### src/rtl/alu_share_arbiter.sv
// -----------------------------------------------------------------------------
// alu_share_arbiter
//
// Shares one external combinational ALU between two requesters:
//   req0 - core execute path
//   req1 - auxiliary unit (address / compare engine)
//
// One operation is in flight at a time. The accepted operands are registered
// onto the ALU inputs. The ALU settles for one cycle. Its result and zero
// flags are then registered and returned to the requester that won.
//
//   IDLE --handshake--> EXEC --capture--> RESP --rsp_ready--> IDLE
//
// With rsp_ready tied high, rsp_valid is first seen two cycles after the
// handshake cycle. A new operation can be issued every three cycles.
//
// Configuration macro: ALU_ARB_RR_EN
//   defined   - round-robin. When both requesters are valid, the pointer
//               chooses the winner. After every grant the pointer moves to
//               the other requester.
//   undefined - fixed priority. When both are valid, req0 always wins and
//               there is no pointer register. req1 can starve; this is
//               intended.
//
// Ports
//   clk, rst                  clock (rising edge), asynchronous active-high reset
//   reqN_valid / reqN_ready   N=0,1 request handshake (ready is combinational)
//   reqN_a / reqN_b / reqN_mode  operands and ALU mode, sampled only at handshake
//   rsp_valid / rsp_ready     response handshake; rsp_* held until consumed
//   rsp_id                    owner of the response (0 = req0, 1 = req1)
//   rsp_result / rsp_zero     registered ALU result / zero flags
//   alu_a / alu_b / alu_mode  registered drive of the shared ALU inputs
//   alu_result / alu_zero     ALU outputs
//
// ALU encodings follow param.v:
//   modes      ADD=0 SUB=1 AND=2 OR=3 XOR=4 SLL=5 SRL=6 SRA=7
//              BINARY_signed=8 BINARY_unsigned=9
//   zero flags EQUAL=00 GREATER=01 LESS=10 OTHER=11
// This block does not decode or check mode codes. Every code passes straight
// through to the ALU.
// -----------------------------------------------------------------------------
module alu_share_arbiter #(
  parameter int DATA_W = 32,
  parameter int MODE_W = 4
) (
  input  logic              clk,
  input  logic              rst,

  input  logic              req0_valid,
  output logic              req0_ready,
  input  logic [DATA_W-1:0] req0_a,
  input  logic [DATA_W-1:0] req0_b,
  input  logic [MODE_W-1:0] req0_mode,

  input  logic              req1_valid,
  output logic              req1_ready,
  input  logic [DATA_W-1:0] req1_a,
  input  logic [DATA_W-1:0] req1_b,
  input  logic [MODE_W-1:0] req1_mode,

  output logic              rsp_valid,
  input  logic              rsp_ready,
  output logic              rsp_id,
  output logic [DATA_W-1:0] rsp_result,
  output logic [1:0]        rsp_zero,

  output logic [DATA_W-1:0] alu_a,
  output logic [DATA_W-1:0] alu_b,
  output logic [MODE_W-1:0] alu_mode,
  input  logic [DATA_W-1:0] alu_result,
  input  logic [1:0]        alu_zero
);

  localparam logic [MODE_W-1:0] MODE_ADD   = '0;
  localparam logic [1:0]        ZERO_EQUAL = 2'b00;

  typedef enum logic [1:0] {
    S_IDLE = 2'd0,
    S_EXEC = 2'd1,
    S_RESP = 2'd2
  } state_t;

  state_t            state;

  logic              grant_valid;  // a handshake happens this cycle
  logic              grant_id;     // which requester wins (valid only with grant_valid)
  logic [DATA_W-1:0] sel_a;
  logic [DATA_W-1:0] sel_b;
  logic [MODE_W-1:0] sel_mode;

  // ---------------------------------------------------------------------------
  // Arbitration
  // ---------------------------------------------------------------------------
`ifdef ALU_ARB_RR_EN
  logic rr_ptr;  // requester that wins the next tie

  // NOTE: every signal assigned in an always_comb gets a default first, so no
  // path through the block can leave it unassigned and infer a latch.
  always_comb begin
    grant_id = 1'b0;
    if (req0_valid && req1_valid) begin
      grant_id = rr_ptr;
    end else begin
      grant_id = req1_valid;
    end
  end
`else
  always_comb begin
    grant_id = 1'b0;
    if (req1_valid && !req0_valid) begin
      grant_id = 1'b1;
    end
  end
`endif

  // Ready is combinational, and only one ready can be high at a time. It is
  // also forced low while rst is held. Otherwise the IDLE reset state would
  // show ready to a valid requester while the block is still in reset.
  assign grant_valid = (state == S_IDLE) && !rst && (req0_valid || req1_valid);
  assign req0_ready  = grant_valid && !grant_id;
  assign req1_ready  = grant_valid &&  grant_id;

  // Operand select for the winning requester.
  always_comb begin
    sel_a    = req0_a;
    sel_b    = req0_b;
    sel_mode = req0_mode;
    if (grant_id) begin
      sel_a    = req1_a;
      sel_b    = req1_b;
      sel_mode = req1_mode;
    end
  end

  // ---------------------------------------------------------------------------
  // Control FSM, ALU input registers and response registers
  // ---------------------------------------------------------------------------
  // NOTE: all state is assigned with non-blocking (<=). Every register then
  // updates from values sampled at the same clock edge, whatever order the
  // statements are written in.
  always_ff @(posedge clk or posedge rst) begin
    if (rst) begin
      state      <= S_IDLE;
      rsp_valid  <= 1'b0;
      rsp_id     <= 1'b0;
      rsp_result <= '0;
      rsp_zero   <= ZERO_EQUAL;
      alu_a      <= '0;
      alu_b      <= '0;
      alu_mode   <= MODE_ADD;
    end else begin
      case (state)
        S_IDLE: begin
          // When there is no handshake the ALU registers keep their values,
          // so the ALU inputs stay quiet.
          if (grant_valid) begin
            alu_a    <= sel_a;
            alu_b    <= sel_b;
            alu_mode <= sel_mode;
            rsp_id   <= grant_id;
            state    <= S_EXEC;
          end
        end

        S_EXEC: begin
          // The ALU has had a full cycle to settle on the registered operands.
          rsp_result <= alu_result;
          rsp_zero   <= alu_zero;
          rsp_valid  <= 1'b1;
          state      <= S_RESP;
        end

        S_RESP: begin
          if (rsp_ready) begin
            rsp_valid <= 1'b0;
            state     <= S_IDLE;
          end
        end

        default: begin
          state <= S_IDLE;
        end
      endcase
    end
  end

`ifdef ALU_ARB_RR_EN
  // After every grant, the other requester wins the next tie.
  always_ff @(posedge clk or posedge rst) begin
    if (rst) begin
      rr_ptr <= 1'b0;
    end else if (grant_valid) begin
      rr_ptr <= ~grant_id;
    end
  end
`endif

endmodule

### config.mk
export PLATFORM = sky130hd
export DESIGN_NAME = alu_share_arbiter
export DESIGN_NICKNAME = d
export VERILOG_FILES = /design/src/rtl/alu_share_arbiter.sv
export SDC_FILE = /design/constraint.sdc
export NUM_CORES = 1
export LEC_CHECK = 0
export CAP_MARGIN = 25
export CORE_ASPECT_RATIO = 1.4
export CORE_MARGIN = 1
export CORE_UTILIZATION = 38
export CTS_CLUSTER_DIAMETER = 100
export DETAILED_ROUTE_END_ITERATION = 10
export PLACE_DENSITY = 0.8
export SLEW_MARGIN = 15
export SYNTH_ARGS = -nofsm -noshare
export SYNTH_HDL_FRONTEND = slang
export SYNTH_SLANG_ARGS = --single-unit
### constraint.sdc
create_clock -name clk -period 5.63 [get_ports clk]
set_input_delay 1.689 -clock clk [delete_from_list [all_inputs] [get_ports clk]]
set_output_delay 1.689 -clock clk [all_outputs]
set_load 0.02 [all_outputs]
==> results of run 1 <==
cell families (layout without fill, tap and decap cells):
kind of cell	after synthesis	count (layout)	share of synthesized area, %
buffers and inverters	21	304	2.952
flip-flops	106	106	54.41
AO/OA/AOI/OAI	2	2	0.2053
multiplexers	171	171	41.04
AND/OR/NAND/NOR	9	9	1.386
cells in the mapped netlist, drive strengths merged, types with 2 or more instances:
cell type and instances:
clkbuf 2, inv 2, dfrtp 106, mux2 171, buf 17, a21oi 2
nor2b 3
registers in the layout, indices dropped and copies added, names as in the netlist:
register    count
rsp_valid       1
rsp_result     32
state           2
rsp_id          1
alu_b          32
alu_a          32
alu_mode        4
rsp_zero        2
how the worst min path moves through the flow:
stage | from | end | slack [ps] | cells past startpoint
CTS | rsp_result[13] | rsp_result[13] | 510 | 1
floorplan | state[1] | rsp_valid | 530 | 1
global route | rsp_result[13] | rsp_result[13] | 520 | 1
finish | alu_a[26] | alu_a[26] | 510 | 1
detailed placement | alu_b[10] | alu_b[10] | 500 | 1
global placement | alu_b[23] | alu_b[23] | 490 | 1
metrics by stage:
stage	instances	total power, mW
3_3_place_gp	725	3.134
5_1_grt	742	3.925
6_report	742	3.736
2_1_floorplan	309	2.219
4_1_cts	742	3.782
3_5_place_dp	726	3.185
metal layers:
metal  vias to the layer above  track usage, %  part of all wire [%]
li1                       1663               -                     -
met1                      1783           20.69                    34
met2                       175           36.84                    55
met3                        23           7.044                   9.3
met4                         0           7.407                   2.3
met5                         -               0                     0
power breakdown:
part | internal (mW) | total, mW | switching, mW
combinational | 1.04 | 1.86 | 0.815
clock | 0.302 | 0.583 | 0.281
sequential | 1.11 | 1.30 | 0.191
total | 2.45 | 3.74 | 1.29
cell type report:
type | count | share of cell area (%)
flip-flops and latches | 106 | 32.81
inverters | 2 | 0.1238
clock buffers | 9 | 2.786
repair buffers | 286 | 35.47
multi-input cells | 182 | 25.83
clock inverters | 7 | 0.6654
well taps | 150 | 2.321
worst max-delay path: cells and delay by family:
kind,cells,cell delay (ps)
simple gates,2,460
buf+inv,2,1140
==> flow_summary.toml, run 1 <==
[floorplanning]
rows = 48
initial_core_util_pct = 39.21
dieHeight_um = 136.0
dieArea_um2 = 13290
ios = 281
die_x_um = 97.73
core_um2 = 12430

[setup_path]
arrival_ps = 3290
rr_endpoint = "alu_b[13]"
setup.worst_path.start = "rst"
regToRegSetupSlack_ps = 3450
critPathCaptureType = "output pin"
crit_required_ps = 3940
crit_chain = "clkdlybuf4s50_1, nor4_4, nor2b_1, clkdlybuf4s50_1"
critPathMaxStageDelay_ps = 640
crit_fanout = 3
worst-setup-path-type = "in2out"
cp_common_cell = "clkdlybuf4s50_1"
cp-endpoint = "req0_ready"
ff2ff_path_depth = 3
r2r-start = "state[1]"
worstSetupStartpointType = "primary input"
cpMaxStageDelayCell = "clkdlybuf4s50_1"

[yosys]
yosysUniqueCellTypes = 15
synth-seq-cells = 106
synth_area_um2 = 4875
synth_top_area_share_pct = 54.41
synth_ff_type = "dfrtp_1"
avgSynthCellArea_um2 = 15.78
synth-async-reset-ratio_pct = 100.0
synth_nets = 484
synth_edf_count = 0
synth_area_leaders = "dfrtp_1, mux2_2, mux2_4, buf_6, buf_2"
yosys.area.top_type = "dfrtp_1"
syn_inst = 309
yosysWarnings = 0
seq_area_frac_synth_pct = 54.41

[grt]
grt_max_degree = 71
grtUsageTotal_pct = 19.94
overflow = 0
grt_pass1_vias = 4040
antenna_found_initial = 0
grt_pass1_wl_um = 20560

[drt]
vias = 3644
drc = 40
drtAntennaViolNets = 0
drt_pass1_iterations = 8
via_per_inst = 4.911
routedWlPerCell_um = 17.19
detail_route.wirelength_um = 12760
drt-initial-drc-count = 93

[cts]
cts_resized = 0
cts_tree = "built"
ctsLongestPathBuffers = 2
cts_hold_buffers = 0
root_buffer = "clkbuf_16"
cts.sinks = 106
cts.htree.levels = 3
clock_latency_ps = 340
cts_made_buffers = 9
cts_setup_buffers = 0
clk_pin_slew_ps = 60

[timing]
setup_violations = 0
maxSlewHeadroom_pct = 32.79
worst_pin_slew_ps = 1008
hold_viol_final = 0
skew_ps = 7.779
max_freq_mhz = 200.8
drv_slew = 0
holdWs_ps = 507.1
finalWorstSetupSlack_ps = 649.2
min_period_ps = 4981
tns_ps = 0
post-route-period-util_pct = 88.47
rsz0062_at_grt = "false"

[pwr]
peakVddDrop_mv = 0.2828
power_leakage_nw = 3.253
power_density_nw_per_um2 = 462.0

[cells_and_area]
final_area_um2 = 8085
utilization_pct = 65.04
antenna_cells = 0
drive_gt1_share_pct = 33.45
syn_to_final_growth_pct = 65.86
regArea_um2 = 2653
final_cell_mix = "clkdlybuf4s50_1, mux2_2, dfrtp_1, mux2_4, clkbuf_16"
multi_input_area_um2 = 2088
fin_nets = 762
layout_commonest_cell = "clkdlybuf4s50_1"
fillers = 946

[placed_design]
routabilityCongestion = 0.7032
port_buffers = 280
hpwl_um = 10010
placed_area_um2 = 7806
preCtsSetupSlack_ps = 619.6

[worst_hold_path]
min_path_type = "reg2reg"

[run_status]
status = "finished, violations left"
violations = "design-rule violations"

[job]
maxCapViolCount = 0
No activity file was read; power rests on OpenSTA's default activity.
==> inputs of run 2 (changes only) <==
Settings changed: ABC_CLOCK_PERIOD_IN_PS set to 5200, TNS_END_PERCENT set to 1.
Clock period 5.63 ns to 5.2 ns, I/O delays scaled along.
==> flow_summary.toml, run 2 (same netlist as run 1, synthesis figures left out) <==
[run_status]
status = "finished, violations left"
violations = "design-rule violations"

[grt]
grt_max_degree = 70
grt_pass1_vias = 4124
grt_pass1_wl_um = 20590
grtUsageTotal_pct = 20.06
overflow = 0
antenna_found_initial = 0

[cells_and_area]
layout_commonest_cell = "clkdlybuf4s50_1"
largestRegisters = "alu_a: 32 flops, alu_b: 32 flops, rsp_result: 32 flops"
drive_gt1_share_pct = 33.33
antenna_cells = 0
utilization_pct = 65.18
final_cells = 741
regArea_um2 = 2653
final_area_um2 = 8103
fin_nets = 762
syn_to_final_growth_pct = 66.22
multi_input_area_um2 = 2088
final_cell_mix = "clkdlybuf4s50_1, mux2_2, dfrtp_1, mux2_4, clkbuf_16"
fillers = 951

[drt]
detail_route.wirelength_um = 12960
drtAntennaViolNets = 0
routedWlPerCell_um = 17.49
drc = 40
vias = 3642
drt_pass1_iterations = 10
via_per_inst = 4.915
drt-initial-drc-count = 104

[floorplanning]
core_um2 = 12430
initial_core_util_pct = 39.21
ios = 281
die_x_um = 97.73
rows = 48
dieHeight_um = 136.0
dieArea_um2 = 13290

[setup_path]
worst-setup-path-type = "in2out"
setup.worst_path.start = "req0_valid"
r2r-start = "state[0]"
critPathCaptureType = "output pin"
arrival_ps = 3210
crit_required_ps = 3640
worstSetupStartpointType = "primary input"
crit_fanout = 4

[timing]
setup_violations = 0
rsz0062_at_grt = "false"
skew_ps = 7.875
drv_slew = 0
max_freq_mhz = 209.5
tns_ps = 0
worst_pin_slew_ps = 1001
hold_viol_final = 0
maxSlewHeadroom_pct = 33.25
post-route-period-util_pct = 91.80
min_period_ps = 4774

[job]
maxCapViolCount = 0

[cts]
clock_latency_ps = 340
cts_made_buffers = 9
cts_setup_buffers = 0
cts_hold_buffers = 0
cts.sinks = 106
root_buffer = "clkbuf_16"
ctsLongestPathBuffers = 2
cts_resized = 0
clk_pin_slew_ps = 60
cts_tree = "built"
cts.htree.levels = 3

[pwr]
power_mw = 4.100
peakVddDrop_mv = 0.3142
power_leakage_nw = 3.269
power_density_nw_per_um2 = 506.0

[worst_hold_path]
min_path_type = "reg2reg"
min_from = "alu_a[26]"

[placed_design]
placed_cells = 726
routabilityCongestion = 0.7216
hpwl_um = 10080
placed_area_um2 = 7799
port_buffers = 280
## run 2: changes by cell type in the layout (fill, tap and decap cells not counted)
cell        change
clkinvlp_4      -2
buf_12          +1
inv_6           -1
bufinv_16       +1
clkinv_4        -1
buf_16          -1
clkbuf_8        +2
## run 2: cell type report
class / count / area share (%)
inverter: 2 / 0.1235
clock buffer: 11 / 3.119
sequential: 106 / 32.74
clock inverter: 4 / 0.6331
multi-input combinational: 182 / 25.77
timing repair buffer: 286 / 35.30
tap: 150 / 2.316
## run 2: worst paths after layout
| path | end | slack (ps) | depth (start not counted) |
|---|---|---|---|
| hold reg to reg | alu_a[26] | 500 | 1 |
| setup reg to reg | alu_b[29] | 2940 | 3 |
| setup / recovery | req0_ready | 430 | 5 |
| hold / removal | alu_a[26] | 500 | 1 |
| max in group asynchronous | alu_a[16] | 2520 | 4 |
| min in group asynchronous | rsp_result[6] | 1730 | 2 |
## run 2: per-layer routing
metal  share of wire (%)  global-route usage, %  up-vias
li1                    -                      -     1656
met1                  33                  18.61     1785
met2                  56                  39.05      180
met3                 9.1                  7.095       21
met4                 2.5                  8.754        0
met5                   0                      0        -
## run 2: critical path: stages
cell and delay (ps):
clkdlybuf4s50_1 520, nor2_1 80, nor4_4 240, nor2b_1 180, clkdlybuf4s50_1 620
## run 2: power by group
group | internal [mW] | switching (mW) | leakage (nW)
combinational | 1.13 | 0.885 | 1.88
sequential | 1.20 | 0.207 | 1.24
clock | 0.397 | 0.287 | 0.148
total | 2.72 | 1.38 | 3.27
## run 2: metrics by stage
stage / hold WS [ps] / setup WS, ps
floorplan: 525.8 / 851.1
global placement: 488.0 / 434.2
detailed placement: 493.4 / 423.2
CTS: 508.3 / 425.2
global route: 521.1 / 348.4
finish: 504.9 / 426.2
